### src/rtl/cardinal_pkg.sv
// Shared encodings for the cardinal hazard controller: opcodes, functs, NOP word, FSM states.
package cardinal_pkg;

    localparam logic [0:5] R_ALU     = 6'b101010;
    localparam logic [0:5] LOAD      = 6'b100000;
    localparam logic [0:5] STORE     = 6'b100001;
    localparam logic [0:5] BRANCH_EZ = 6'b100010;
    localparam logic [0:5] BRANCH_NZ = 6'b100011;
    localparam logic [0:5] NOP       = 6'b111100;

    localparam logic [0:5] VDIV      = 6'b001110;
    localparam logic [0:5] VMOD      = 6'b001111;
    localparam logic [0:5] VSQRT     = 6'b010010;

    localparam logic [0:31] NOP_WORD = 32'hF000_0000;

    typedef enum logic [1:0] {
        RUN      = 2'd0,
        STALL    = 2'd1,
        FLUSH    = 2'd2,
        MDU_WAIT = 2'd3
    } hz_state_t;

endpackage

### src/rtl/cardinal_src_decode.sv
// Combinational source-operand decode of the instruction held in IF/ID.
module cardinal_src_decode
    import cardinal_pkg::*;
(
    input  logic [0:31] id_instr,
    input  logic        id_valid,
    output logic [0:4]  src1,
    output logic [0:4]  src2,
    output logic        src1_used,
    output logic        src2_used,
    output logic        is_branch,
    output logic        is_mdu
);

    logic [0:5] w_opcode;
    logic [0:4] w_rd;
    logic [0:4] w_ra;
    logic [0:4] w_rb;
    logic [0:5] w_funct;
    logic       w_unused_bits;

    assign w_opcode      = id_instr[0:5];
    assign w_rd          = id_instr[6:10];
    assign w_ra          = id_instr[11:15];
    assign w_rb          = id_instr[16:20];
    assign w_funct       = id_instr[26:31];
    assign w_unused_bits = ^id_instr[21:25];

    // NOTE: every output gets a default before the case, so no latch is inferred.
    always_comb begin
        src1      = '0;
        src2      = '0;
        src1_used = 1'b0;
        src2_used = 1'b0;
        is_branch = 1'b0;
        is_mdu    = 1'b0;
        if (id_valid) begin
            case (w_opcode)
                R_ALU: begin
                    src1      = w_ra;
                    src2      = w_rb;
                    src1_used = 1'b1;
                    src2_used = 1'b1;
                    is_mdu    = (w_funct == VDIV) || (w_funct == VMOD) || (w_funct == VSQRT);
                end
                STORE: begin
                    src1      = w_ra;
                    src2      = w_rd;
                    src1_used = 1'b1;
                    src2_used = 1'b1;
                end
                LOAD: begin
                    src1      = w_ra;
                    src1_used = 1'b1;
                end
                BRANCH_EZ, BRANCH_NZ: begin
                    src1      = w_rd;
                    src1_used = 1'b1;
                    is_branch = 1'b1;
                end
                default: ;
            endcase
        end
    end

endmodule

### src/rtl/cardinal_hazard_ctrl.sv
// Pipeline hazard controller: RAW stalls, taken-branch flush, multi-cycle unit wait.
// Multi-cycle unit support is compiled in only when CARDINAL_MDU_EN is defined.
module cardinal_hazard_ctrl
    import cardinal_pkg::*;
#(
    parameter int STALL_MAX = 2
) (
    input  logic        Clock,
    input  logic        Reset,
    input  logic [0:31] id_instr,
    input  logic        id_valid,
    input  logic [0:4]  ex_rd,
    input  logic        ex_reg_wr,
    input  logic [0:4]  wb_rd,
    input  logic        wb_reg_wr,
    input  logic        br_taken,
    input  logic        mdu_done,
    output logic        pc_en,
    output logic        if_id_en,
    output logic        if_id_flush,
    output logic        id_ex_bubble,
    output logic        mdu_start,
    output logic [1:0]  hz_state
);

    localparam int CNT_W  = $clog2(STALL_MAX + 1);
    localparam int EX_LEN = (STALL_MAX < 2) ? STALL_MAX : 2;
    localparam int WB_LEN = (STALL_MAX < 1) ? STALL_MAX : 1;

    hz_state_t        r_state;
    hz_state_t        w_next;
    logic [CNT_W-1:0] r_cnt;
    logic [CNT_W-1:0] w_cnt_next;

    logic [0:4] w_src1;
    logic [0:4] w_src2;
    logic       w_src1_used;
    logic       w_src2_used;
    logic       w_is_branch;
    logic       w_is_mdu;
    logic       w_ex_hit;
    logic       w_wb_hit;
    logic       w_raw;
    logic       w_br_req;
    logic       w_mdu_req;
    logic       w_mdu_done;

    cardinal_src_decode u_src_decode (
        .id_instr  (id_instr),
        .id_valid  (id_valid),
        .src1      (w_src1),
        .src2      (w_src2),
        .src1_used (w_src1_used),
        .src2_used (w_src2_used),
        .is_branch (w_is_branch),
        .is_mdu    (w_is_mdu)
    );

    assign w_ex_hit = ex_reg_wr && ((w_src1_used && (w_src1 == ex_rd)) ||
                                    (w_src2_used && (w_src2 == ex_rd)));
    assign w_wb_hit = wb_reg_wr && ((w_src1_used && (w_src1 == wb_rd)) ||
                                    (w_src2_used && (w_src2 == wb_rd)));
    assign w_raw    = w_ex_hit || w_wb_hit;
    assign w_br_req = w_is_branch && br_taken;

`ifdef CARDINAL_MDU_EN
    assign w_mdu_req  = w_is_mdu;
    assign w_mdu_done = mdu_done;
`else
    logic w_unused_mdu;
    assign w_mdu_req    = 1'b0;
    assign w_mdu_done   = 1'b0;
    assign w_unused_mdu = w_is_mdu ^ mdu_done;
`endif

    // NOTE: synchronous reset, so it lives inside the clocked branch and is not in the sensitivity list.
    always_ff @(posedge Clock) begin
        if (Reset) begin
            r_state <= RUN;
            r_cnt   <= '0;
        end else begin
            r_state <= w_next;
            r_cnt   <= w_cnt_next;
        end
    end

    // EX match is tested first so the longer stall wins when both stages match.
    always_comb begin
        w_next     = r_state;
        w_cnt_next = r_cnt;
        case (r_state)
            RUN: begin
                if (w_ex_hit) begin
                    w_cnt_next = CNT_W'(EX_LEN);
                    w_next     = STALL;
                end else if (w_wb_hit) begin
                    w_cnt_next = CNT_W'(WB_LEN);
                    w_next     = STALL;
                end else if (w_br_req) begin
                    w_next = FLUSH;
                end else if (w_mdu_req) begin
                    w_next = MDU_WAIT;
                end
            end
            STALL: begin
                if (r_cnt <= CNT_W'(1)) begin
                    w_cnt_next = '0;
                    w_next     = RUN;
                end else begin
                    w_cnt_next = r_cnt - CNT_W'(1);
                end
            end
            FLUSH:    w_next = RUN;
            MDU_WAIT: if (w_mdu_done) w_next = RUN;
            default:  w_next = RUN;
        endcase
    end

    // While Reset is high the outputs already show the RUN defaults.
    always_comb begin
        pc_en        = 1'b1;
        if_id_en     = 1'b1;
        if_id_flush  = 1'b0;
        id_ex_bubble = 1'b0;
        mdu_start    = 1'b0;
        hz_state     = RUN;
        if (!Reset) begin
            hz_state = r_state;
            case (r_state)
                RUN: begin
                    if (!w_raw) begin
                        if (w_br_req) begin
                            if_id_flush = 1'b1;
                        end else if (w_mdu_req) begin
                            mdu_start = 1'b1;
                        end
                    end
                end
                STALL: begin
                    pc_en        = 1'b0;
                    if_id_en     = 1'b0;
                    id_ex_bubble = 1'b1;
                end
                MDU_WAIT: begin
                    if (!w_mdu_done) begin
                        pc_en        = 1'b0;
                        if_id_en     = 1'b0;
                        id_ex_bubble = 1'b1;
                    end
                end
                default: ;
            endcase
        end
    end

endmodule

### config.mk
export PLATFORM = sky130hd
export DESIGN_NAME = cardinal_hazard_ctrl
export DESIGN_NICKNAME = d
export VERILOG_FILES = /design/src/rtl/cardinal_pkg.sv /design/src/rtl/cardinal_src_decode.sv /design/src/rtl/cardinal_hazard_ctrl.sv
export SDC_FILE = /design/constraint.sdc
export NUM_CORES = 1
export LEC_CHECK = 0
export BUFFER_PORTS_ARGS = -buffer_cell sky130_fd_sc_hd__buf_4
export CORE_MARGIN = 2
export CORE_UTILIZATION = 43
export DETAILED_ROUTE_END_ITERATION = 8
export PLACE_DENSITY = 0.88
export RECOVER_POWER = 25
export SETUP_SLACK_MARGIN = 0.02
export SYNTH_ARGS = -nofsm -noshare
export SYNTH_HDL_FRONTEND = slang
export SYNTH_HIERARCHICAL = 1
export SYNTH_SLANG_ARGS = --single-unit
### constraint.sdc
create_clock -name Clock -period 2.3 [get_ports Clock]
set_input_delay 0.115 -clock Clock [delete_from_list [all_inputs] [get_ports Clock]]
set_output_delay 0.115 -clock Clock [all_outputs]
set_load 0.01 [all_outputs]
-- Yosys cells after proc, flatten, opt, wreduce, memory -nomap -nowiden
Cells that the tools add are included.
- add/sub/neg operators: 1
- $lt $le $gt $ge: 1
- equality and inequality tests: 15
- muxes and demuxes: 28
- bitwise logic cells: 1
- reductions and logical operators: 19
- operator list (kind ; number):
    6-bit equality test (second input constant) ; 5
    5-bit equality test ; 4
    5-bit case mux with 2 select lines ; 2
    2-bit two-way mux ; 8
    1-bit two-way mux ; 14
    5-bit two-way mux ; 2
    1-bit logical AND ; 7
    2-bit case mux with 3 select lines ; 1
    2-bit OR reduction ; 3
    5-bit OR reduction ; 1
    2-bit equality test (second input constant) ; 2
    4-bit inequality test (second input constant) ; 1
    2-bit case mux with 2 select lines ; 1
    1-bit logical OR ; 3
    3-bit inequality test (second input constant) ; 1
    3-bit AND reduction ; 1
    3-bit OR reduction ; 1
    2-bit by 1-bit equality test with 1-bit output (second input constant) ; 1
    2-bit by 1-bit less-or-equal comparator with 1-bit output (second input constant) ; 1
    2-bit zero test ; 1
    2-bit inequality test (second input constant) ; 1
    2-bit AND reduction ; 1
    2-bit nonzero test ; 1
    2-bit by 1-bit subtractor with 2-bit output (second input constant) ; 1
    1-bit NOT ; 1
- register bits: 4
- input bits: 49
- output and inout port bits: 7
- logic and storage cells: 67

-- Logic depth before layout (Yosys ltp)
Gate-level depths: netlist (run 1).
- depth in word-level cells: 12
- mapped depth: 9
- mapped depth without buffers: 8

-- Modules after synthesis
Netlist (run 1), hierarchy kept.
- by module, submodules not included (module ; instances ; cells each ; area an instance (um^2) ; seq. area each (um^2)):
    cardinal_hazard_ctrl ; 1 ; 76 ; 579.3 ; 80.1
    cardinal_src_decode ; 1 ; 39 ; 310.3 ; 0.0

-- Least setup slack after synthesis (run 1)
No wires, ideal clock.
- path type: input -> output
- start point: in id_instr[2] (netlist name)
- end point: out if_id_flush
- arrival time: 1.795 ns
- required time: 2.185 ns
- setup slack: 0.390 ns
- stages on the path: 9
- buffers on the path: 1
- cells stage by stage: nor4b_4 and3_1 buf_4 a22o_1 xor2_1 nor4_2 nand2_1 nand4_1 nor3_1
- elaborated cells between the ends (all ways): 37
- classes of those cells: eq/ne: 9; mux: 14; reduce/logical: 14
- RTL lines (element ; line ; text):
    start, declared ; cardinal_hazard_ctrl.sv:10 ; input logic [0:31] id_instr,
    6-bit equality test ; cardinal_src_decode.sv:38 ; case (w_opcode)
    2-bit OR reduction (*) ; -- ;
    1-bit two-way mux (*) ; cardinal_src_decode.sv:38 ;
    1-bit two-way mux (*) ; cardinal_src_decode.sv:37 ; if (id_valid) begin
    net w_is_branch ; cardinal_hazard_ctrl.sv:39 ; logic w_is_branch;
    1-bit logical AND (*) ; cardinal_hazard_ctrl.sv:64 ; assign w_br_req = w_is_branch && br_taken;
    1-bit two-way mux (*) ; cardinal_hazard_ctrl.sv:132 ; if (w_br_req) begin
    1-bit two-way mux (*) ; cardinal_hazard_ctrl.sv:131 ; if (!w_raw) begin
    1-bit two-way mux (*) ; cardinal_hazard_ctrl.sv:129 ; case (r_state)
    1-bit two-way mux (*) ; cardinal_hazard_ctrl.sv:127 ; if (!Reset) begin
    end, declared ; cardinal_hazard_ctrl.sv:20 ; output logic if_id_flush,
Mark *: on every way through the listed nets, which the timed path passes. The rest lies on a longest branch.

-- Worst setup path in the final report (run 1)
- start point: in id_instr[2] (netlist name)
- end point: out if_id_flush
- longest elaborated chain between the ends: 12
- elaborated cells between the ends (all ways): 37
- classes of those cells: eq/ne: 9; mux: 14; reduce/logical: 14
- RTL lines (element ; line ; text):
    6-bit equality test (on tied branches) ; -- ;
    3-bit OR reduction (no line) / 2-bit OR reduction (equally long branches) ; -- ;
    5-bit case mux with 2 select lines (*) ; cardinal_src_decode.sv:38 ;
    5-bit two-way mux (*) ; cardinal_src_decode.sv:37 ;
    net w_src1, one bit ; cardinal_hazard_ctrl.sv:35 ; logic [0:4] w_src1;
    5-bit equality test (on tied branches) ; cardinal_hazard_ctrl.sv:59, cardinal_hazard_ctrl.sv:61 ;
    1-bit logical AND (on tied branches) ; cardinal_hazard_ctrl.sv:59, cardinal_hazard_ctrl.sv:61 ;
    1-bit logical OR (on tied branches) ; cardinal_hazard_ctrl.sv:59, cardinal_hazard_ctrl.sv:61 ;
    1-bit logical AND (on tied branches) ; cardinal_hazard_ctrl.sv:59, cardinal_hazard_ctrl.sv:61 ;
    1-bit logical OR (*) ; cardinal_hazard_ctrl.sv:63 ; assign w_raw = w_ex_hit || w_wb_hit;
    1-bit two-way mux (*) ; cardinal_hazard_ctrl.sv:131 ;
    1-bit two-way mux (*) ; cardinal_hazard_ctrl.sv:129 ;
    1-bit two-way mux (*) ; cardinal_hazard_ctrl.sv:127 ;
Marked as above.

==> results.yml, run 1 <==
run_status:
  status: "finished, final reports clean"
global_route:
  grt_pass1_vias: 998
  grt_max_degree: 11
  grt_pass1_wl_mm: 4.464
  overflow: 0
  antenna_found_initial: 0
  grt_usage: 0.2378
floorplanning:
  pin_count: 56
  core_area_um2: 1922
  die_h_um: 48.74
  rows: 16
  die_w_um: 48.74
  fp.dieArea_um2: 2376
  start_util: 0.4479
finish:
  final_area_um2: 1275
  antenna_cells: 0
  register_area_um2: 80.08
  area_growth_pct: 48.11
  nFillCells: 176
  layout_common_cells: "48 x buf_4, 11 x xnor2_1, 9 x xor2_1, 8 x nand3_1"
  final_common_cell: "buf_4"
  fin_nets: 213
  fin_util: 0.6634
  drive_above_1_share: 0.3836
  multi_input_area_um2: 748.2
drt:
  ant_nets: 0
  wl_per_cell_um: 14.35
  drtPass1Iterations: 5
  viasPerCell: 5.737
  drt_first_iter_violations: 37
  post-route-drc-count: 0
  vias: 1067
  wl_mm: 2.670
placed_design:
  gp_congestion: 0.8164
  portBuffers: 42
  dpl_cell_area_um2: 1206
  dp_hpwl_mm: 2.136
  dpl_worst_slack_ns: -0.1319
setup_path:
  endpoint_kind: "primary output"
  worstPathArrival_ns: 2.09
  r2r_end: "r_state[1]$_SDFFE_PP0P_"
  r2r-start: "r_state[1]$_SDFFE_PP0P_"
  rr_worst_depth: 6
  rrSetupSlack_ns: 0.77
  worstSetupStartpointType: "input pin"
  critPathRequiredTime_ns: 2.18
  crit_type: "in -> out"
  worst-path-max-fanout: 7
pwr:
  switching_power_mw: 0.1217
  p_comb_frac: 0.513
  pwr-share-seq: 0.234
  powerDensity_nw_per_um2: 277.7
  p_leak_nw: 0.5680
  swShare: 0.3437
  vdd_ir_drop_max_v: 0.0002361
  power.internal_mw: 0.2324
  clkPwrFrac: 0.253
run:
  maxCapViolations: 0
clock_tree:
  clk_pin_slew_worst_paths_ns: 0.04
  cts_buffers: 3
  htreeDepth: 1
  cts_tree: "yes"
  ctsLongestPathBuffers: 2
  clkLatencyLatePin_ns: 0.24
  clkSinkCount: 4
  cts_root_buf: "clkbuf_4"
sta:
  hold_viol: 0
  period_share: 0.9583
  finClkSkew_ns: 0.001851
  setup_viol: 0
  min_period_ns: 2.204
  drv_slew: 0
  fmax_mhz: 453.7
  setup_ws_ns: 0.09585
worst_hold_path:
  holdPathEnd: "r_cnt[1]$_SDFFE_PP0P_"
  min_from: "Reset"
  hold_path.class: "in -> reg"
  whs_path_depth: 2
synth:
  syn_avg_cell_area_um2: 7.826
  syn-num-nets: 162
  yosysWarnings: 6
  post_synth_instance_area_um2: 860.8
  postSynthCellCount: 110
## final cells by class
type	count	area share
Multi-Input combinational cell	96	0.5869
Clock buffer	3	0.01766
Tap cell	27	0.02650
Timing Repair Buffer	50	0.2885
Inverter	6	0.01766
Sequential cell	4	0.06281
## power groups by stage
stage	combinational (mW)	sequential, mW	clock, mW
2_1_floorplan	0.0828	0.0822	0
3_3_place_gp	0.159	0.0830	0
3_5_place_dp	0.166	0.0835	0
4_1_cts	0.168	0.0823	0.0907
5_1_grt	0.195	0.0833	0.0994
6_report	0.182	0.0828	0.0895
## critical path, cell delays in order
cell     delay, ns
buf_4         0.13
and3b_1       0.27
o21ba_4       0.27
a22o_1        0.27
xor2_1        0.18
nor4_2        0.32
nand2_1       0.16
nand4_1       0.17
nor3_2        0.06
buf_4         0.14
## per-layer routing
layer / track usage / vias to the layer above / share of wire
met1: 0.2892 / 494 / 0.40
met3: 0.06173 / 10 / 0.075
met2: 0.4087 / 58 / 0.50
li1: - / 505 / -
met4: 0.07143 / 0 / 0.025
met5: 0 / - / 0
## per-stage QoR
stage / power [mW] / setup TNS, ns / std cells / hold slack [ns]
final: 0.3541 / 0 / 186 / 0.1308
after global routing: 0.3778 / -0.06295 / 186 / 0.1367
after CTS: 0.3406 / 0 / 184 / 0.1079
after detailed placement: 0.2499 / -0.4056 / 179 / 0.3576
after global placement: 0.2422 / -0.06328 / 179 / 0.3514
after floorplan: 0.1650 / 0 / 110 / 0.1937
## state kept, by name, indices dropped and copies added, names as in the netlist
signal / cells
r_state: 2
r_cnt: 2
## how the worst max path moves through the flow
stage	slack (ns)	depth (start not counted)	to	from
CTS	0.03	12	if_id_flush	id_instr[1]
global placement	-0.03	10	if_id_flush	id_instr[2]
detailed placement	-0.13	10	if_id_flush	id_instr[2]
global route	-0.06	10	if_id_flush	id_instr[2]
finish	0.1	10	if_id_flush	id_instr[2]
floorplan	0.39	9	if_id_flush	id_instr[2]
## repair_timing
action	CTS	global route
setup endpoints to repair	1	2
setup buffers	2	2
resized for setup	1	5
hold buffers	0	0
pin swaps	2	6
Note: power is estimated with default switching activity, not from simulation.
==> inputs of run 2 (changes only) <==
--- a/config.mk
+++ b/config.mk
@@ -9,9 +9,10 @@
 export CORE_MARGIN = 2
 export CORE_UTILIZATION = 43
 export DETAILED_ROUTE_END_ITERATION = 8
-export PLACE_DENSITY = 0.88
+export PLACE_DENSITY = 0.81
 export RECOVER_POWER = 25
 export SETUP_SLACK_MARGIN = 0.02
+export SKIP_CTS_REPAIR_TIMING = 1
 export SYNTH_ARGS = -nofsm -noshare
 export SYNTH_HDL_FRONTEND = slang
 export SYNTH_HIERARCHICAL = 1
==> run 2 against run 1 <==
Effect of this change:
- clock skew grew 0.00072 ns
- via count shrank 3.5%
- setup slack lost 0.016 ns
- global-route usage shrank 2.5 points
- largest cell class unchanged
- maximum frequency shrank 0.72%
- worst hold slack lost 0.020 ns
- total power shrank 2.8%
- cell area shrank 0.59%
==> results.yml, run 2 (same netlist as run 1, synthesis figures left out) <==
run_status:
  status: "finished, final reports clean"
setup_path:
  cp_num_buf_inv: 4
  worstSetupStartpointType: "input pin"
  rrSetupSlack_ns: 0.83
  rr_worst_depth: 7
  endpoint_kind: "primary output"
  crit_type: "in -> out"
  cpLargestDelayFamily: "simple AND/OR/NAND/NOR gates"
  worst-path-max-fanout: 6
  crit_top_cell: "buf_4"
  worstPathArrival_ns: 2.11
  r2r_end: "r_cnt[1]$_SDFFE_PP0P_"
  r2r-start: "r_state[0]$_SDFFE_PP0P_"
  critPathRequiredTime_ns: 2.18
  critPathSlowestCell: "nor4b_4"
  critPathMaxStageDelay_ns: 0.33
  path_cells: "buf_4 > nor4b_4 > buf_4 > nand4b_1 > a21boi_2 > buf_4 > xnor2_1 > nand4_1 > o22a_2 > nand4_1 > nor3_1 > buf_4"
global_route:
  grt_max_degree: 11
  overflow: 0
  grt_pass1_vias: 985
  grt_usage: 0.2127
  antenna_found_initial: 0
  grt_pass1_wl_mm: 4.126
sta:
  hold_viol: 0
  period_share: 0.9653
  finClkSkew_ns: 0.002573
  setup_viol: 0
  drv_slew: 0
  fmax_mhz: 450.4
  min_period_ns: 2.220
  grt_setup_unrepaired: "false"
  setup_ws_ns: 0.07987
  tns_ns: 0
placed_design:
  dp_hpwl_mm: 2.087
  portBuffers: 42
  dpl_worst_slack_ns: -0.04757
  gp_congestion: 0.8238
worst_hold_path:
  holdPathEnd: "r_cnt[1]$_SDFFE_PP0P_"
  hold_path.class: "in -> reg"
  whs_path_depth: 2
  min_from: "Reset"
clock_tree:
  clkSinkCount: 4
  cts_tree: "yes"
  clk_pin_slew_worst_paths_ns: 0.04
  clkLatencyLatePin_ns: 0.24
  htreeDepth: 1
  ctsLongestPathBuffers: 2
  cts_buffers: 3
  cts_root_buf: "clkbuf_4"
floorplanning:
  fp.dieArea_um2: 2376
  core_area_um2: 1922
  rows: 16
  die_h_um: 48.74
  die_w_um: 48.74
  pin_count: 56
  start_util: 0.4479
drt:
  met1_length_mm: 1.158
  drtPass1Iterations: 4
  wl_mm: 2.486
  vias: 1030
  drt_first_iter_violations: 19
  wl_per_cell_um: 13.44
  post-route-drc-count: 0
  top_layer_used: "met4"
  dr_wl_met3_um: 79
  met2_length_mm: 1.240
  ant_nets: 0
  viasPerCell: 5.568
pwr:
  total_power_mw: 0.3442
  vdd_ir_drop_max_v: 0.0002200
  powerDensity_nw_per_um2: 271.5
  p_leak_nw: 0.5592
finish:
  top_regs: "r_cnt x2, r_state x2"
  drive_above_1_share: 0.3924
  final_common_cell: "buf_4"
  antenna_cells: 0
  nFillCells: 186
  fin_util: 0.6595
  layout_common_cells: "47 x buf_4, 11 x xnor2_1, 9 x xor2_1, 8 x nand3_1"
  fin_nets: 212
  area_growth_pct: 47.24
run:
  maxCapViolations: 0
## run 2: changes by cell type in the layout (fill, tap and decap cells not counted), sizes merged
cell,before,now
buf,48,47
## run 2: power breakdown
part           switching [mW]  total (mW)  internal (mW)
Combinational          0.0795       0.173         0.0930
Clock                  0.0305      0.0890         0.0585
Sequential            0.00548      0.0827         0.0772
## run 2: worst max path at each step
stage,depth (start not counted),from,slack [ns],end
2_1_floorplan,9,id_instr[2],0.39,if_id_flush
4_1_cts,11,id_instr[2],-0.02,if_id_flush
6_report,12,id_instr[2],0.08,if_id_flush
5_1_grt,11,id_instr[2],0.009,if_id_flush
3_5_place_dp,10,id_instr[2],-0.05,r_state[1]$_SDFFE_PP0P_
3_3_place_gp,11,id_instr[2],0.05,r_cnt[1]$_SDFFE_PP0P_
## run 2: routing by layer
metal / vias to the layer above / global-route usage
met3: 2 / 0.04012
met4: 0 / 0.03810
met2: 26 / 0.3721
met1: 503 / 0.2727
met5: - / 0
li1: 499 / -
## run 2: cell type report
type | instances | area [um2] | area share
Inverter | 6 | 22.52 | 0.01777
Clock buffer | 3 | 22.52 | 0.01777
Sequential cell | 4 | 80.08 | 0.06318
Timing Repair Buffer | 49 | 360.3 | 0.2843
Multi-Input combinational cell | 96 | 748.2 | 0.5903
Tap cell | 27 | 33.78 | 0.02665
## run 2: metrics by stage
stage                     std cells  hold WS (ns)  instance area [um2]
after floorplan                 110        0.1937                860.8
after global placement          181        0.3530                 1221
after detailed placement        181        0.3546                 1221
after CTS                       184        0.1038                 1244
after global routing            185        0.1022                 1267
final                           185        0.1111                 1267
